==> config.mk <==
export PLATFORM = sky130hd
export DESIGN_NAME = key_press_decoder
export DESIGN_NICKNAME = d
export VERILOG_FILES = /design/src/rtl/key_press_decoder_pkg.sv /design/src/rtl/key_debouncer.sv /design/src/rtl/key_press_decoder.sv
export SDC_FILE = /design/constraint.sdc
export NUM_CORES = 1
export LEC_CHECK = 0
export CAP_MARGIN = 20
export CORE_ASPECT_RATIO = 1.25
export CORE_MARGIN = 2
export CORE_UTILIZATION = 54
export CTS_CLUSTER_DIAMETER = 120
export DETAILED_ROUTE_END_ITERATION = 12
export GPL_TIMING_DRIVEN = 0
export PLACE_DENSITY = 0.75
export SLEW_MARGIN = 20
export SYNTH_ARGS = -nofsm -noshare
export SYNTH_HDL_FRONTEND = slang
export SYNTH_SLANG_ARGS = --single-unit
export TNS_END_PERCENT = 30
==> constraint.sdc <==
create_clock -name clock -period 1.96 [get_ports clock]
set_input_delay 0.294 -clock clock [delete_from_list [all_inputs] [get_ports clock]]
set_output_delay 0.294 -clock clock [all_outputs]
set_load 0.005 [all_outputs]
==> src/rtl/key_press_decoder_pkg.sv <==
// Shared types and helpers for the key press decoder: FSM encoding,
// key index width and one-hot utilities used on the debounced key vector.
package key_press_decoder_pkg;

    localparam int KEY_IDX_W = 2;
    localparam int NUM_KEYS  = 4;

    typedef enum logic [1:0] {
        IDLE         = 2'd0,
        PRESSED      = 2'd1,
        WAIT_RELEASE = 2'd2
    } press_state_t;

    // True when exactly one key bit is set.
    function automatic logic is_onehot(input logic [NUM_KEYS-1:0] v);
        return (v != '0) && ((v & (v - 1'b1)) == '0);
    endfunction

    // Index of the lowest set bit; only meaningful for a one-hot vector.
    function automatic logic [KEY_IDX_W-1:0] key_index(input logic [NUM_KEYS-1:0] v);
        logic [KEY_IDX_W-1:0] idx;
        idx = '0;
        for (int i = NUM_KEYS - 1; i >= 0; i--) begin
            if (v[i]) idx = KEY_IDX_W'(i);
        end
        return idx;
    endfunction

endpackage

==> src/rtl/key_debouncer.sv <==
// Two-flop synchroniser and vector-wide debounce for the active-low keys.
// The synchronised vector must hold unchanged for DEBOUNCE_CYCLES before
// it is copied to the stable (active-high) output.
module key_debouncer
    import key_press_decoder_pkg::*;
#(
    parameter int DEBOUNCE_CYCLES = 500000
) (
    input  logic                clock,
    input  logic                n_reset,
    input  logic [NUM_KEYS-1:0] n_key,
    output logic [NUM_KEYS-1:0] stable
);

    localparam int CNT_W = (DEBOUNCE_CYCLES > 1) ? $clog2(DEBOUNCE_CYCLES) : 1;
    localparam logic [CNT_W-1:0] CNT_LAST = CNT_W'(DEBOUNCE_CYCLES - 1);

    logic [NUM_KEYS-1:0] r_sync1;
    logic [NUM_KEYS-1:0] r_sync2;
    logic [NUM_KEYS-1:0] r_cand;
    logic [NUM_KEYS-1:0] r_stable;
    logic [CNT_W-1:0]    r_db_cnt;

    // Invert and synchronise the raw keys; reset value 0 means "released".
    // NOTE: sequential state uses non-blocking assignments so every flop samples pre-edge values.
    always_ff @(posedge clock or negedge n_reset) begin
        if (!n_reset) begin
            r_sync1 <= '0;
            r_sync2 <= '0;
        end else begin
            r_sync1 <= ~n_key;
            r_sync2 <= r_sync1;
        end
    end

    // Restart the count on any change; accept the candidate once it has held long enough.
    always_ff @(posedge clock or negedge n_reset) begin
        if (!n_reset) begin
            r_cand   <= '0;
            r_db_cnt <= '0;
            r_stable <= '0;
        end else if (r_sync2 != r_cand) begin
            r_cand   <= r_sync2;
            r_db_cnt <= '0;
        end else if (r_db_cnt == CNT_LAST) begin
            r_stable <= r_cand;
        end else begin
            r_db_cnt <= r_db_cnt + 1'b1;
        end
    end

    assign stable = r_stable;

endmodule

==> src/rtl/key_press_decoder.sv <==
// Classifies each completed single-key press as short or long and hands it
// to the consumer through a one-entry valid/ready buffer. Chords are ignored
// until every key is released.
module key_press_decoder
    import key_press_decoder_pkg::*;
#(
    parameter int DEBOUNCE_CYCLES = 500000,
    parameter int LONG_CYCLES     = 12500000
) (
    input  logic                 clock,
    input  logic                 n_reset,
    input  logic [NUM_KEYS-1:0]  n_key,
    input  logic                 pressReady,
    output logic                 pressValid,
    output logic [KEY_IDX_W-1:0] pressKey,
    output logic                 pressLong,
    output logic                 overrun,
    output logic [NUM_KEYS-1:0]  keyHeld
);

    localparam int HOLD_W = $clog2(LONG_CYCLES + 1);
    localparam logic [HOLD_W-1:0] HOLD_MAX = HOLD_W'(LONG_CYCLES);

    logic [NUM_KEYS-1:0]  w_stable;
    logic [NUM_KEYS-1:0]  w_latched_onehot;
    press_state_t         r_state;
    press_state_t         w_next_state;
    logic [KEY_IDX_W-1:0] r_key_idx;
    logic [HOLD_W-1:0]    r_hold_cnt;
    logic                 w_event;
    logic                 w_event_long;
    logic                 w_accept;
    logic                 r_valid;
    logic [KEY_IDX_W-1:0] r_out_key;
    logic                 r_out_long;
    logic                 r_overrun;

    key_debouncer #(
        .DEBOUNCE_CYCLES(DEBOUNCE_CYCLES)
    ) u_debouncer (
        .clock  (clock),
        .n_reset(n_reset),
        .n_key  (n_key),
        .stable (w_stable)
    );

    assign w_latched_onehot = NUM_KEYS'(1) << r_key_idx;
    assign w_accept         = r_valid && pressReady;

    // Press FSM state register.
    always_ff @(posedge clock or negedge n_reset) begin
        if (!n_reset) r_state <= IDLE;
        else          r_state <= w_next_state;
    end

    // Next state and event generation from the debounced key vector.
    // NOTE: every output of this block gets a default first so no latch is inferred.
    always_comb begin
        w_next_state = r_state;
        w_event      = 1'b0;
        w_event_long = 1'b0;
        case (r_state)
            IDLE: begin
                if (is_onehot(w_stable))   w_next_state = PRESSED;
                else if (w_stable != '0)   w_next_state = WAIT_RELEASE;
            end
            PRESSED: begin
                if (w_stable == '0) begin
                    w_event      = 1'b1;
                    w_event_long = (r_hold_cnt >= HOLD_MAX);
                    w_next_state = IDLE;
                end else if (w_stable != w_latched_onehot) begin
                    w_next_state = WAIT_RELEASE;
                end
            end
            WAIT_RELEASE: begin
                if (w_stable == '0) w_next_state = IDLE;
            end
            default: w_next_state = IDLE;
        endcase
    end

    // Latch the pressed key and count the hold, saturating at the long threshold.
    always_ff @(posedge clock or negedge n_reset) begin
        if (!n_reset) begin
            r_key_idx  <= '0;
            r_hold_cnt <= '0;
        end else if (r_state == IDLE && is_onehot(w_stable)) begin
            r_key_idx  <= key_index(w_stable);
            r_hold_cnt <= '0;
        end else if (r_state == PRESSED && r_hold_cnt != HOLD_MAX) begin
            r_hold_cnt <= r_hold_cnt + 1'b1;
        end
    end

    // One-entry event buffer: accept frees it, a new event refills it, a full one drops and flags.
    always_ff @(posedge clock or negedge n_reset) begin
        if (!n_reset) begin
            r_valid    <= 1'b0;
            r_out_key  <= '0;
            r_out_long <= 1'b0;
            r_overrun  <= 1'b0;
        end else if (w_accept) begin
            r_overrun <= 1'b0;
            r_valid   <= w_event;
            if (w_event) begin
                r_out_key  <= r_key_idx;
                r_out_long <= w_event_long;
            end
        end else if (w_event) begin
            if (r_valid) begin
                r_overrun <= 1'b1;
            end else begin
                r_valid    <= 1'b1;
                r_out_key  <= r_key_idx;
                r_out_long <= w_event_long;
            end
        end
    end

    assign pressValid = r_valid;
    assign pressKey   = r_out_key;
    assign pressLong  = r_out_long;
    assign overrun    = r_overrun;
    assign keyHeld    = w_stable;

endmodule

==> impl_metrics.py, run 1 <==
metrics = {
    "outcome": {
        "failing_checks": "setup timing",
        "status": "complete, but fails checks",
    },
    "yosys": {
        "syn-cell-area_sq_um": 3390,
        "proportion_of_synthesized_flip_flops_having_asynchronous_set_or_reset": 1.00,
        "yosys.cell_count.top_type": "sky130_fd_sc_hd__dfrtp_1",
        "synth_top_area_cell": "sky130_fd_sc_hd__dfrtp_1",
        "synth_warnings": 0,
        "ys_dominant_reg_cell": "sky130_fd_sc_hd__dfrtp_1",
        "postSynthNetCount": 346,
        "edff_count_synth": 0,
        "ys_ff_latch": 68,
        "yosys-top-cells-area": "sky130_fd_sc_hd__dfrtp_1 (50%), sky130_fd_sc_hd__xnor2_1 (4.7%), sky130_fd_sc_hd__nor2_1 (4.1%), sky130_fd_sc_hd__nand3_1 (3.4%), sky130_fd_sc_hd__xor2_1 (3.4%)",
        "synthesis.area_per_instance_sq_um": 10.1,
        "synth_seq_area_share": 0.502,
        "synth_top_area_frac": 0.502,
        "post_synth_inst_count": 336,
        "synth_cell_type_count": 48,
        "netlist_top_cells_count": "sky130_fd_sc_hd__dfrtp_1 (68), sky130_fd_sc_hd__nor2_1 (37), sky130_fd_sc_hd__nand2_1 (23), sky130_fd_sc_hd__nand3_1 (23), sky130_fd_sc_hd__xnor2_1 (18)",
    },
    "die": {
        "die_width_microns": 74.9,
        "core_sq_um": 6130,
        "io_pins": 16,
        "chipHeight_microns": 92.6,
        "row_count": 32,
        "design.die.area_sq_um": 6930,
        "initial_core_util": 0.553,
    },
    "placed_design": {
        "finalWeightedCongestion": 0.873,
        "hpwlAfterDp_mm": 4.42,
        "place.port_buffers": 15,
    },
    "pwr": {
        "power_report.internal_total_mw": 2.20,
        "total_switching_power_mw": 0.618,
        "post-layout-total-power_mw": 2.82,
        "switching_power_share_of_the_total": 0.219,
        "p_comb_frac": 0.024,
        "p_clk_frac": 0.472,
        "cellLeakagePower_nw": 1.67,
        "pwr_per_cell_area_nw_per_um2": 687,
        "power_frac_seq": 0.505,
        "power.ir.vdd_worst_mv": 0.460,
    },
    "global_route": {
        "grt_antenna_before_repair": 0,
        "grt_start_max_net_pins": 38,
        "track_usage": 0.226,
        "grt_pass1_wl_mm": 11.8,
        "grt_pass1_vias": 2589,
        "global_route.overflow_total": 0,
    },
    "sta": {
        "max_transition_margin": 0.683,
        "timing.final.setup_violations": 10,
        "totalNegativeSetupSlack_ns": -0.344,
        "maxClockFrequency_mhz": 497,
        "hold_viol_final": 0,
        "rsz0062_at_grt": "true",
        "finalWorstSetupSlack_ns": -0.0510,
        "worstMarginPinSlew_ns": 0.476,
        "final_max_slew_viol_count": 0,
        "period_share": 1.03,
        "final_period_demand_of_the_worst_path_ns": 2.01,
        "finClkSkew_ns": 0.0125,
    },
    "clocking": {
        "clock_transition_at_path_regs_ns": 0.08,
        "cts_htree_levels": 3,
        "clock_insertion_delay_at_the_later_pin_of_the_skew_report_ns": 0.36,
        "clock_tree.root_cell": "sky130_fd_sc_hd__clkbuf_8",
        "cts_tree": "built",
        "clk_path_buf_depth": 2,
        "cts_buffers": 9,
        "cts.sink_count": 68,
    },
    "worst_setup_path": {
        "worst_ep_required_time_ns": 2.24,
        "crit_path_end_kind": "flop",
        "crit_type": "flop to flop",
        "crit_path_max_fanout": 5,
        "critPathLaunchType": "flop",
        "critical_path_arrival_ns": 2.29,
    },
    "layout": {
        "areaGrowthSynthToFinish_pct": 21.2,
        "finish.net_count": 380,
        "diodes": 0,
        "post_route_cells_drive_above_1_share": 0.200,
    },
    "route": {
        "post_drt_via_cell_ratio": 5.71,
        "wl_per_cell_microns": 15.1,
        "initialDrtViolationCount": 132,
        "firstDrtPassIters": 4,
        "drc_errors": 0,
        "final_antenna_net_count": 0,
        "finalWirelength_mm": 6.93,
        "num_vias": 2625,
    },
    "worst_hold_path": {
        "timing.hold.worst.class": "flop to flop",
    },
    "run": {
        "max-cap-violations": 0,
    },
}
[through the flow]
step / instance area [sq um] / utilization / std cells / hold slack, ns / worst slack, ns
after floorplan: 3390 / - / 336 / -0.00159 / 0.0612
after global placement: 3650 / 0.595 / 436 / 0.334 / -1.61
after detailed placement: 3660 / 0.598 / 437 / 0.260 / -0.184
after CTS: 4020 / 0.656 / 461 / 0.355 / -0.0700
after global routing: 4110 / 0.671 / 460 / 0.357 / -0.128
final: 4110 / 0.671 / 460 / 0.351 / -0.0510
[logic make-up (layout without fill, tap and decap cells)]
logic type | count (synthesis) | in the layout | synth area share
simple gates | 148 | 148 | 0.240
flops | 68 | 68 | 0.502
compound gates | 49 | 49 | 0.101
xor+xnor | 31 | 31 | 0.0801
buf+inv | 28 | 67 | 0.0373
mux | 8 | 8 | 0.0262
fa+ha+maj | 4 | 4 | 0.0140
[cells in the final DEF (no fill, tap or decap), drive strengths merged, types with 4 or more instances in the layout]
| cell type | count |
|---|---|
| a21oi | 16 |
| and3 | 5 |
| and4 | 6 |
| buf | 16 |
| clkbuf | 18 |
| clkdlybuf4s50 | 14 |
| dfrtp | 68 |
| inv | 14 |
| mux2 | 7 |
| nand2 | 23 |
| nand2b | 5 |
| nand3 | 24 |
| nand4 | 10 |
| nor2 | 37 |
| nor3 | 9 |
| nor4 | 7 |
| o211ai | 4 |
| o21ai | 12 |
| o31ai | 9 |
| or3 | 4 |
| or4 | 9 |
| xnor2 | 18 |
| xor2 | 13 |
[metal layers]
layer | global-route usage | vias to the layer above | wire length (microns)
met5 | 0 | - | 0
li1 | - | 1265 | -
met1 | 0.284 | 1294 | 2910
met2 | 0.357 | 47 | 3530
met4 | 0.132 | 0 | 215
met3 | 0.0413 | 19 | 270
[state kept, by name (all words and copies together) (netlist names)]
signal                cells
overrun                   1
pressKey                  2
pressLong                 1
pressValid                1
r_hold_cnt               24
r_key_idx                 2
r_state                   2
u_debouncer.r_cand        4
u_debouncer.r_db_cnt     19
u_debouncer.r_sync1       4
u_debouncer.r_sync2       4
u_debouncer.stable        4
[layout make-up]
cell class	count	area [sq um]
Multi-Input combinational cell	240	1690
Clock buffer	10	138
Tap cell	85	106
Fill cell	474	2020
Clock inverter	6	93.8
Timing Repair Buffer	26	243
Buffer	13	80.1
Sequential cell	68	1710
Inverter	12	45.0
[worst max-delay path, cell delays in order, from the launching register on]
cell and delay [ns]:
sky130_fd_sc_hd__dfrtp_1 0.42, sky130_fd_sc_hd__or4_4 0.60, sky130_fd_sc_hd__o41ai_4 0.36, sky130_fd_sc_hd__buf_4 0.20, sky130_fd_sc_hd__buf_6 0.12, sky130_fd_sc_hd__o31ai_1 0.08
sky130_fd_sc_hd__a21oi_2 0.15
[worst paths after layout]
kind	slack, ns	endpoint	cells after the start	startpoint
worst max-delay path	-0.05	r_hold_cnt[18]	6	r_hold_cnt[7]
worst min-delay path	0.35	u_debouncer.r_sync2[2]	0	u_debouncer.r_sync1[2]
worst max register to register	-0.05	r_hold_cnt[18]	6	r_hold_cnt[7]
worst min register to register	0.35	u_debouncer.r_sync2[2]	0	u_debouncer.r_sync1[2]
max in group asynchronous	1.00	r_state[0]	3	n_reset
min in group asynchronous	0.40	u_debouncer.r_db_cnt[8]	2	n_reset
[repair_timing]
action / CTS / global route
hold buffers: 1 / 0
buffers inserted: 6 / 2
hold endpoints to repair: 31 / 0
gates resized for setup: 14 / 24
pin swaps: 3 / 5
gates cloned: 1 / 0
endpoints found under the setup margin: 30 / 35
[power by group through the flow]
stage	Clock (mW)	Sequential, mW	Combinational [mW]
after floorplan	0	1.45	0.0190
after global placement	0	1.45	0.0617
after detailed placement	0	1.45	0.0673
after CTS	1.35	1.42	0.0695
after global routing	1.41	1.43	0.0774
final	1.33	1.42	0.0667
Note: power is estimated with default switching activity, not from simulation.
==> run 2, diff against run 1 <==
--- a/config.mk
+++ b/config.mk
@@ -10,9 +10,11 @@
 export CORE_MARGIN = 2
 export CORE_UTILIZATION = 54
 export CTS_CLUSTER_DIAMETER = 120
+export CTS_CLUSTER_SIZE = 20
 export DETAILED_ROUTE_END_ITERATION = 12
 export GPL_TIMING_DRIVEN = 0
 export PLACE_DENSITY = 0.75
+export REMOVE_ABC_BUFFERS = 1
 export SLEW_MARGIN = 20
 export SYNTH_ARGS = -nofsm -noshare
 export SYNTH_HDL_FRONTEND = slang
==> constraint.sdc (replaced) <==
create_clock -name clock -period 1.96 [get_ports clock]
set_input_delay 0.392 -clock clock [delete_from_list [all_inputs] [get_ports clock]]
set_output_delay 0.392 -clock clock [all_outputs]
set_load 0.005 [all_outputs]
==> impl_metrics.py, run 2 (synthesis results as in run 1) <==
metrics = {
    "clocking": {
        "cts_tree": "built",
        "clock_transition_at_path_regs_ns": 0.07,
        "cts_buffers": 9,
        "clock_insertion_delay_at_the_later_pin_of_the_skew_report_ns": 0.35,
        "clock_tree.root_cell": "sky130_fd_sc_hd__clkbuf_8",
        "cts.sink_count": 68,
        "clk_path_buf_depth": 2,
        "cts_htree_levels": 3,
    },
    "route": {
        "drc_errors": 0,
        "firstDrtPassIters": 4,
        "post_drt_via_cell_ratio": 5.75,
        "wl_per_cell_microns": 15.5,
        "finalWirelength_mm": 7.03,
        "final_antenna_net_count": 0,
        "num_vias": 2607,
        "initialDrtViolationCount": 148,
    },
    "pwr": {
        "p_clk_frac": 0.462,
        "p_comb_frac": 0.026,
        "power_frac_seq": 0.512,
        "cellLeakagePower_nw": 1.70,
        "pwr_per_cell_area_nw_per_um2": 676,
        "power_report.internal_total_mw": 2.17,
        "switching_power_share_of_the_total": 0.221,
        "total_switching_power_mw": 0.613,
        "post-layout-total-power_mw": 2.78,
        "power.ir.vdd_worst_mv": 0.574,
    },
    "sta": {
        "final_max_slew_viol_count": 0,
        "totalNegativeSetupSlack_ns": -0.207,
        "worstMarginPinSlew_ns": 0.576,
        "rsz0062_at_grt": "true",
        "finalWorstSetupSlack_ns": -0.0556,
        "hold_viol_final": 0,
        "holdWs_ns": 0.353,
        "max_transition_margin": 0.613,
        "maxClockFrequency_mhz": 496,
        "final_period_demand_of_the_worst_path_ns": 2.02,
        "finClkSkew_ns": 0.00819,
        "period_share": 1.03,
        "timing.final.setup_violations": 5,
    },
    "worst_setup_path": {
        "crit_start": "u_debouncer.r_db_cnt[14]",
        "crit_type": "flop to flop",
        "rr_startpoint": "u_debouncer.r_db_cnt[14]",
        "critPathLaunchType": "flop",
        "crit_path_max_fanout": 4,
        "worst_ep_required_time_ns": 2.19,
        "critical_path_arrival_ns": 2.24,
        "crit_path_end_kind": "flop",
        "worst_r2r_path_depth": 5,
    },
    "outcome": {
        "status": "complete, but fails checks",
        "failing_checks": "setup timing",
    },
    "global_route": {
        "met1_usage": 0.263,
        "track_usage": 0.217,
        "gr-usage-met3": 0.0424,
        "met2_usage": 0.364,
        "grt_pass1_wl_mm": 11.4,
        "global_route.overflow_total": 0,
        "grt_antenna_before_repair": 0,
        "grt_start_max_net_pins": 44,
        "global_route.peak_usage_layer": "met2",
        "grt_pass1_vias": 2544,
    },
    "layout": {
        "post_route_cells_drive_above_1_share": 0.198,
        "most_common_library_cell_in_the_layout_ignoring_fill_and_taps": "sky130_fd_sc_hd__dfrtp_1",
        "largest-register": "r_hold_cnt",
        "reg_top3": "r_hold_cnt x24, u_debouncer.r_db_cnt x19",
        "diodes": 0,
        "fill_cells": 472,
        "areaGrowthSynthToFinish_pct": 21.2,
        "utilization": 0.671,
        "finish.net_count": 373,
        "largest_reg_flops": 24,
        "layout_common_cells": "sky130_fd_sc_hd__dfrtp_1 (65), sky130_fd_sc_hd__nor2_1 (36), sky130_fd_sc_hd__nand2_1 (22), sky130_fd_sc_hd__nand3_1 (21), sky130_fd_sc_hd__xnor2_1 (18)",
    },
    "die": {
        "chipHeight_microns": 92.6,
        "row_count": 32,
        "die_width_microns": 74.9,
        "core_sq_um": 6130,
        "design.die.area_sq_um": 6930,
        "initial_core_util": 0.553,
        "io_pins": 16,
    },
    "placed_design": {
        "post-place-ws_ns": -0.446,
        "place.port_buffers": 15,
        "finalWeightedCongestion": 0.863,
        "hpwlAfterDp_mm": 4.22,
    },
    "worst_hold_path": {
        "timing.hold.worst.class": "flop to flop",
        "hold_path.startpoint": "u_debouncer.r_sync1[0]",
        "min_delay_path_depth": 0,
    },
    "run": {
        "max-cap-violations": 0,
    },
}
run 2: cell count changes in the layout (fill, tap and decap cells not counted), sizes merged:
cell,delta
clkbuf,-7
buf,-3
clkinv,+3
and2,+1
clkinvlp,-1
inv,-1
nand4,+1
run 2: repair_timing:
item,in CTS,in global routing
hold endpoints to repair,25,0
hold buffers,1,0
endpoints found under the setup margin,29,25
buffers inserted,4,7
pin swaps,4,8
gates cloned,1,3
resized for setup,9,24
run 2: path summary, 6_finish.rpt:
path,to,slack [ns]
setup reg to reg,u_debouncer.stable[2],-0.06
max in group asynchronous,r_state[0],0.92
hold / removal,u_debouncer.r_sync2[0],0.35
min in group asynchronous,pressValid,0.49
setup / recovery,u_debouncer.stable[2],-0.06
hold reg to reg,u_debouncer.r_sync2[0],0.35
run 2: metrics by stage:
step / std cells / instance area [sq um]
global route: 453 / 4110
detailed placement: 421 / 3580
floorplan: 320 / 3310
CTS: 443 / 3900
global placement: 420 / 3560
finish: 453 / 4110
run 2: power by group through the flow:
stage	Clock (mW)	Sequential (mW)	Combinational, mW
floorplan	0	1.45	0.0156
finish	1.28	1.42	0.0713
CTS	1.31	1.42	0.0740
global placement	0	1.45	0.0583
global route	1.38	1.42	0.0818
detailed placement	0	1.45	0.0637
run 2: layout make-up:
class / count / area (sq um) / area share
well taps: 85 / 106 / 0.0259
multi-input cells: 242 / 1700 / 0.415
flip-flops and latches: 68 / 1710 / 0.415
clock buffers: 9 / 124 / 0.0302
inverters: 12 / 45.0 / 0.0110
clock inverters: 7 / 100 / 0.0244
repair buffers: 30 / 323 / 0.0786
run 2: worst max-delay path, cell delays in order (launching register included):
cell	delay, ns
sky130_fd_sc_hd__dfrtp_1	0.40
sky130_fd_sc_hd__or4_4	0.55
sky130_fd_sc_hd__nor4_4	0.20
sky130_fd_sc_hd__and3_4	0.23
sky130_fd_sc_hd__and2b_2	0.19
sky130_fd_sc_hd__mux2_1	0.33
run 2: per-layer routing:
| metal | wire length [microns] | up-vias |
|---|---|---|
| met5 | 0 | - |
| met4 | 266 | 0 |
| met3 | 250 | 24 |
| met2 | 3600 | 53 |
| met1 | 2910 | 1271 |
| li1 | - | 1259 |
==> edit 1: new RTL, settings of run 1 <==
Re-encode `press_state_t` (3 states) as one-hot, 3 bits wide.
--- a/src/rtl/key_press_decoder_pkg.sv
+++ b/src/rtl/key_press_decoder_pkg.sv
@@ -5,10 +5,10 @@
     localparam int KEY_IDX_W = 2;
     localparam int NUM_KEYS  = 4;
 
-    typedef enum logic [1:0] {
-        IDLE         = 2'd0,
-        PRESSED      = 2'd1,
-        WAIT_RELEASE = 2'd2
+    typedef enum logic [2:0] {
+        IDLE         = 3'b001,
+        PRESSED      = 3'b010,
+        WAIT_RELEASE = 3'b100
     } press_state_t;
 
     // True when exactly one key bit is set.
Function: same outputs for any inputs over 10 cycles, from zero or initial values and one cycle with n_reset low; not proved beyond that.
==> edit 1 against run 1 <==
- worst setup slack gained 100 ps
- clock power shrank 11%
- die area grew 0.42%
- final area shrank 2.1%
- total power shrank 4.2%
- synthesized area grew 0.44%
- combinational power grew 8.7%
- sequential cell count grew 1
- wire length shrank 2.6%
- synthesized cell count grew 3.9%
- largest cell class unchanged
- largest power group unchanged
==> edit 1: results (changes against run 1) <==
[metrics] ratio of routed vias to standard cells: 5.60 (-1.8%)
[metrics] adder-cell share of the synthesized area: 0.0110 (-0.00300)
[metrics] delay of the slowest cell on the worst path: 560 ps (-40 ps)
[metrics] number of placed instances, taps included: 450 (+3.0%)
[metrics] number of synthesized register bits: 69 (+1.5%)
[metrics] final worst clock skew: 9.00 ps (-3.47 ps)
[metrics] worst reg2reg setup slack: 50 ps (+100 ps)
[metrics] Initial DRT Pass Iterations: 5 (+1)
[metrics] grt met1 use: 0.252 (-0.0318)
[metrics] worst hold slack across all endpoints: 349 ps (-1.61 ps)
[metrics] Routed Wire Length: 6750 um (-2.6%)
[metrics] Synth top cells by count: dfrtp_1, nor2_1, nand2_1, xor2_1
[metrics] critical register-to-register path endpoint: r_hold_cnt[14]$_DFFE_PN0P_
[metrics] area of the multi-input gates: 0.00166 mm2 (-2.1%)
[metrics] via count of the first global-routing pass: 2718 (+5.0%)
[metrics] first-pass GRT wire length: 11600 um (-1.6%)
[metrics] fin nets: 392 (+3.2%)
[metrics] launch point of the critical path: r_state[2]$_DFFE_PN0P_
[metrics] final std cells w/o fill: 472 (+2.6%)
[metrics] critical path fanouts, max: 4 (-1)
[metrics] Synth Area in XOR/XNOR: 0.108 (+0.0279)
[metrics] run status: complete, no violations
[metrics] Met2 Wirelength: 3530 um (-0.25%)
[metrics] GR met3 Demand/Resource: 0.0381 (-0.00326)
[metrics] flip-flop and latch share of the layout cell area: 0.430 (+0.0135)
[metrics] met2 usage: 0.368 (+0.0117)
[metrics] 1st-iter DRT viols: 150 (+14%)
[metrics] ranking of synthesized cells by area: dfrtp_1, xor2_1, nor2_1, xnor2_1, nand2_1
[metrics] data-path buffer share of cell area in the final layout: 0.0709 (-0.00767)
[metrics] Unique masters post-synth: 45 (-6.3%)
## edit 1: cell types whose count changed after synthesis, moves of 4 or more
cell | run 1 | this run
mux2_1 | 6 | 0
nand2_1 | 23 | 29
mux2_2 | 1 | 7
xor2_1 | 13 | 26
a21oi_2 | 5 | 0
nor2_1 | 37 | 56
nand3_1 | 23 | 16
or4_1 | 8 | 1
o31ai_1 | 9 | 2
clkbuf_1 | 11 | 16
o21ai_0 | 5 | 9
o21ai_1 | 7 | 0
## edit 1: timing repair
item / in CTS / in global routing
pin swaps: 5 / 3
hold endpoints to repair: 30 / 0
resized for setup: 16 / 7
setup buffers: 4 / 1
setup endpoints to repair: 29 / 23
hold buffers: 1 / 0
## edit 1: power by group
part	internal [mW]	total (mW)	switching, mW
sequential	1.44	1.45	0.00907
combinational	0.0294	0.0725	0.0431
clock	0.658	1.18	0.524
total	2.13	2.70	0.576
==> edit 2: new RTL, flow settings as in run 1 <==
Without the edit above. Set the package constant `NUM_KEYS` to 2 (it was 4).
--- a/src/rtl/key_press_decoder_pkg.sv
+++ b/src/rtl/key_press_decoder_pkg.sv
@@ -3,7 +3,7 @@
 package key_press_decoder_pkg;
 
     localparam int KEY_IDX_W = 2;
-    localparam int NUM_KEYS  = 4;
+    localparam int NUM_KEYS  = 2;
 
     typedef enum logic [1:0] {
         IDLE         = 2'd0,
Ports: changed (resized keyHeld and n_key); port bits go from 16 to 12. No check against the original RTL was run, so the function may have changed too.
==> edit 2 against run 1 <==
- the run still ends with setup timing left
- worst setup slack worse by 310 ps
- total power down 13%
- wire length shrank 10%
- sequential cell count shrank 10
- via count decreased by 13%
- synthesized area fell by 12%
- critical path depth is 3 higher
- final area down 14%
- first-iteration DRC count up 13%
- largest cell class unchanged
==> edit 2: results (changes against run 1) <==
[metrics] synthesized netlist net count: 307 (-11%)
[metrics] type of the worst min-delay path: register to register
[metrics] GR met3 Demand/Resource: 0.0336 (-0.00778)
[metrics] fraction of the mapped netlist area in compound gates: 0.108 (+0.00673)
[metrics] Synth top cells by count: dfrtp_1, nor2_1, nand2_1, xor2_1, nand4_1
[metrics] final std cells w/o fill: 394 (-14%)
[metrics] delay of the slowest cell on the worst path: 440 ps (-160 ps)
[metrics] Worst slew margin: 0.604 (-0.0782)
[metrics] adder-cell share of the synthesized area: 0.0253 (+0.0113)
[metrics] Unique masters post-synth: 49 (+2.1%)
[metrics] critical path fanouts, max: 3 (-2)
[metrics] run status: finished, violations left
[metrics] number of placed instances, taps included: 371 (-15%)
[metrics] via count of the first global-routing pass: 2188 (-15%)
[metrics] fin nets: 337 (-11%)
[metrics] endpoint of the worst hold-timing path: u_debouncer.r_sync2[0]$_DFF_PN0_
[metrics] total cell area at the placement stage: 0.00317 mm2 (-13%)
[metrics] launch point of the critical path: r_hold_cnt[0]$_DFFE_PN0P_
[metrics] share of the yosys chip area belonging to registers: 0.489 (-0.0130)
[metrics] violated checks: setup timing
[metrics] first-pass GRT wire length: 10000 um (-15%)
[metrics] final setup violation count: 14 (+4)
[metrics] logic depth of the worst register-to-register path: 9 (+3)
[metrics] Post-Syn Instances: 296 (-12%)
[metrics] HPWL after DPL: 3950 um (-11%)
[metrics] Synth Area in XOR/XNOR: 0.0767 (-0.00337)
[metrics] worst hold slack across all endpoints: 353 ps (+2.47 ps)
[metrics] post-route setup slack: -361 ps (-310 ps)
[metrics] portion of netlist area occupied by mux cells: 0.0148 (-0.0115)
[metrics] Total Neg Setup Slack: -4200 ps (-3860 ps)
[metrics] placement-stage worst setup slack: -396 ps (-212 ps)
[metrics] 1st-iter DRT viols: 149 (+13%)
[metrics] fill cell total of the finished layout: 428 (-9.7%)
[metrics] Met2 Wirelength: 3240 um (-8.2%)
[metrics] global-route usage over all layers: 0.212 (-0.0144)
[metrics] share of final-layout standard cells stronger than drive strength 1: 0.194 (-0.00606)
[metrics] capturing element of the worst setup path: r_hold_cnt[16]$_DFFE_PN0P_
[metrics] switching power of the nets: 0.528 mW (-15%)
[metrics] Final Wtd Congestion: 0.783 (-10%)
[metrics] met3 routed wirelength: 222 um (-18%)
[metrics] final worst clock skew: 10.7 ps (-1.75 ps)
[metrics] Routed Wire Length: 6210 um (-10%)
[metrics] maximum number of pins on one net before global-route repair: 59 (+55%)
[metrics] insertion delay to the later sink of the worst-skew pair: 340 ps (-20 ps)
-- edit 2: layout make-up --
type	instances	area (um2)	share of cell area
Buffer	13	83.8	0.0239
Timing Repair Buffer	19	209	0.0595
Sequential cell	58	1450	0.413
Clock buffer	9	124	0.0353
Tap cell	64	80.1	0.0228
Clock inverter	6	82.6	0.0235
Inverter	12	45.0	0.0128
Multi-Input combinational cell	213	1440	0.409
-- edit 2: what timing repair did --
item | in CTS | in global routing
setup buffers | 2 | 3
endpoints found under the hold margin | 58 | 0
pin swaps | 0 | 6
gates resized for setup | 9 | 12
hold buffers | 1 | 0
gates cloned | 1 | 1
setup endpoints to repair | 25 | 17
-- edit 2: power groups by stage --
stage | Combinational, mW | Clock, mW | Sequential, mW
finish | 0.0749 | 1.17 | 1.22
global route | 0.0854 | 1.24 | 1.22
CTS | 0.0777 | 1.18 | 1.22
detailed placement | 0.0758 | 0 | 1.24
global placement | 0.0684 | 0 | 1.24
floorplan | 0.0263 | 0 | 1.24
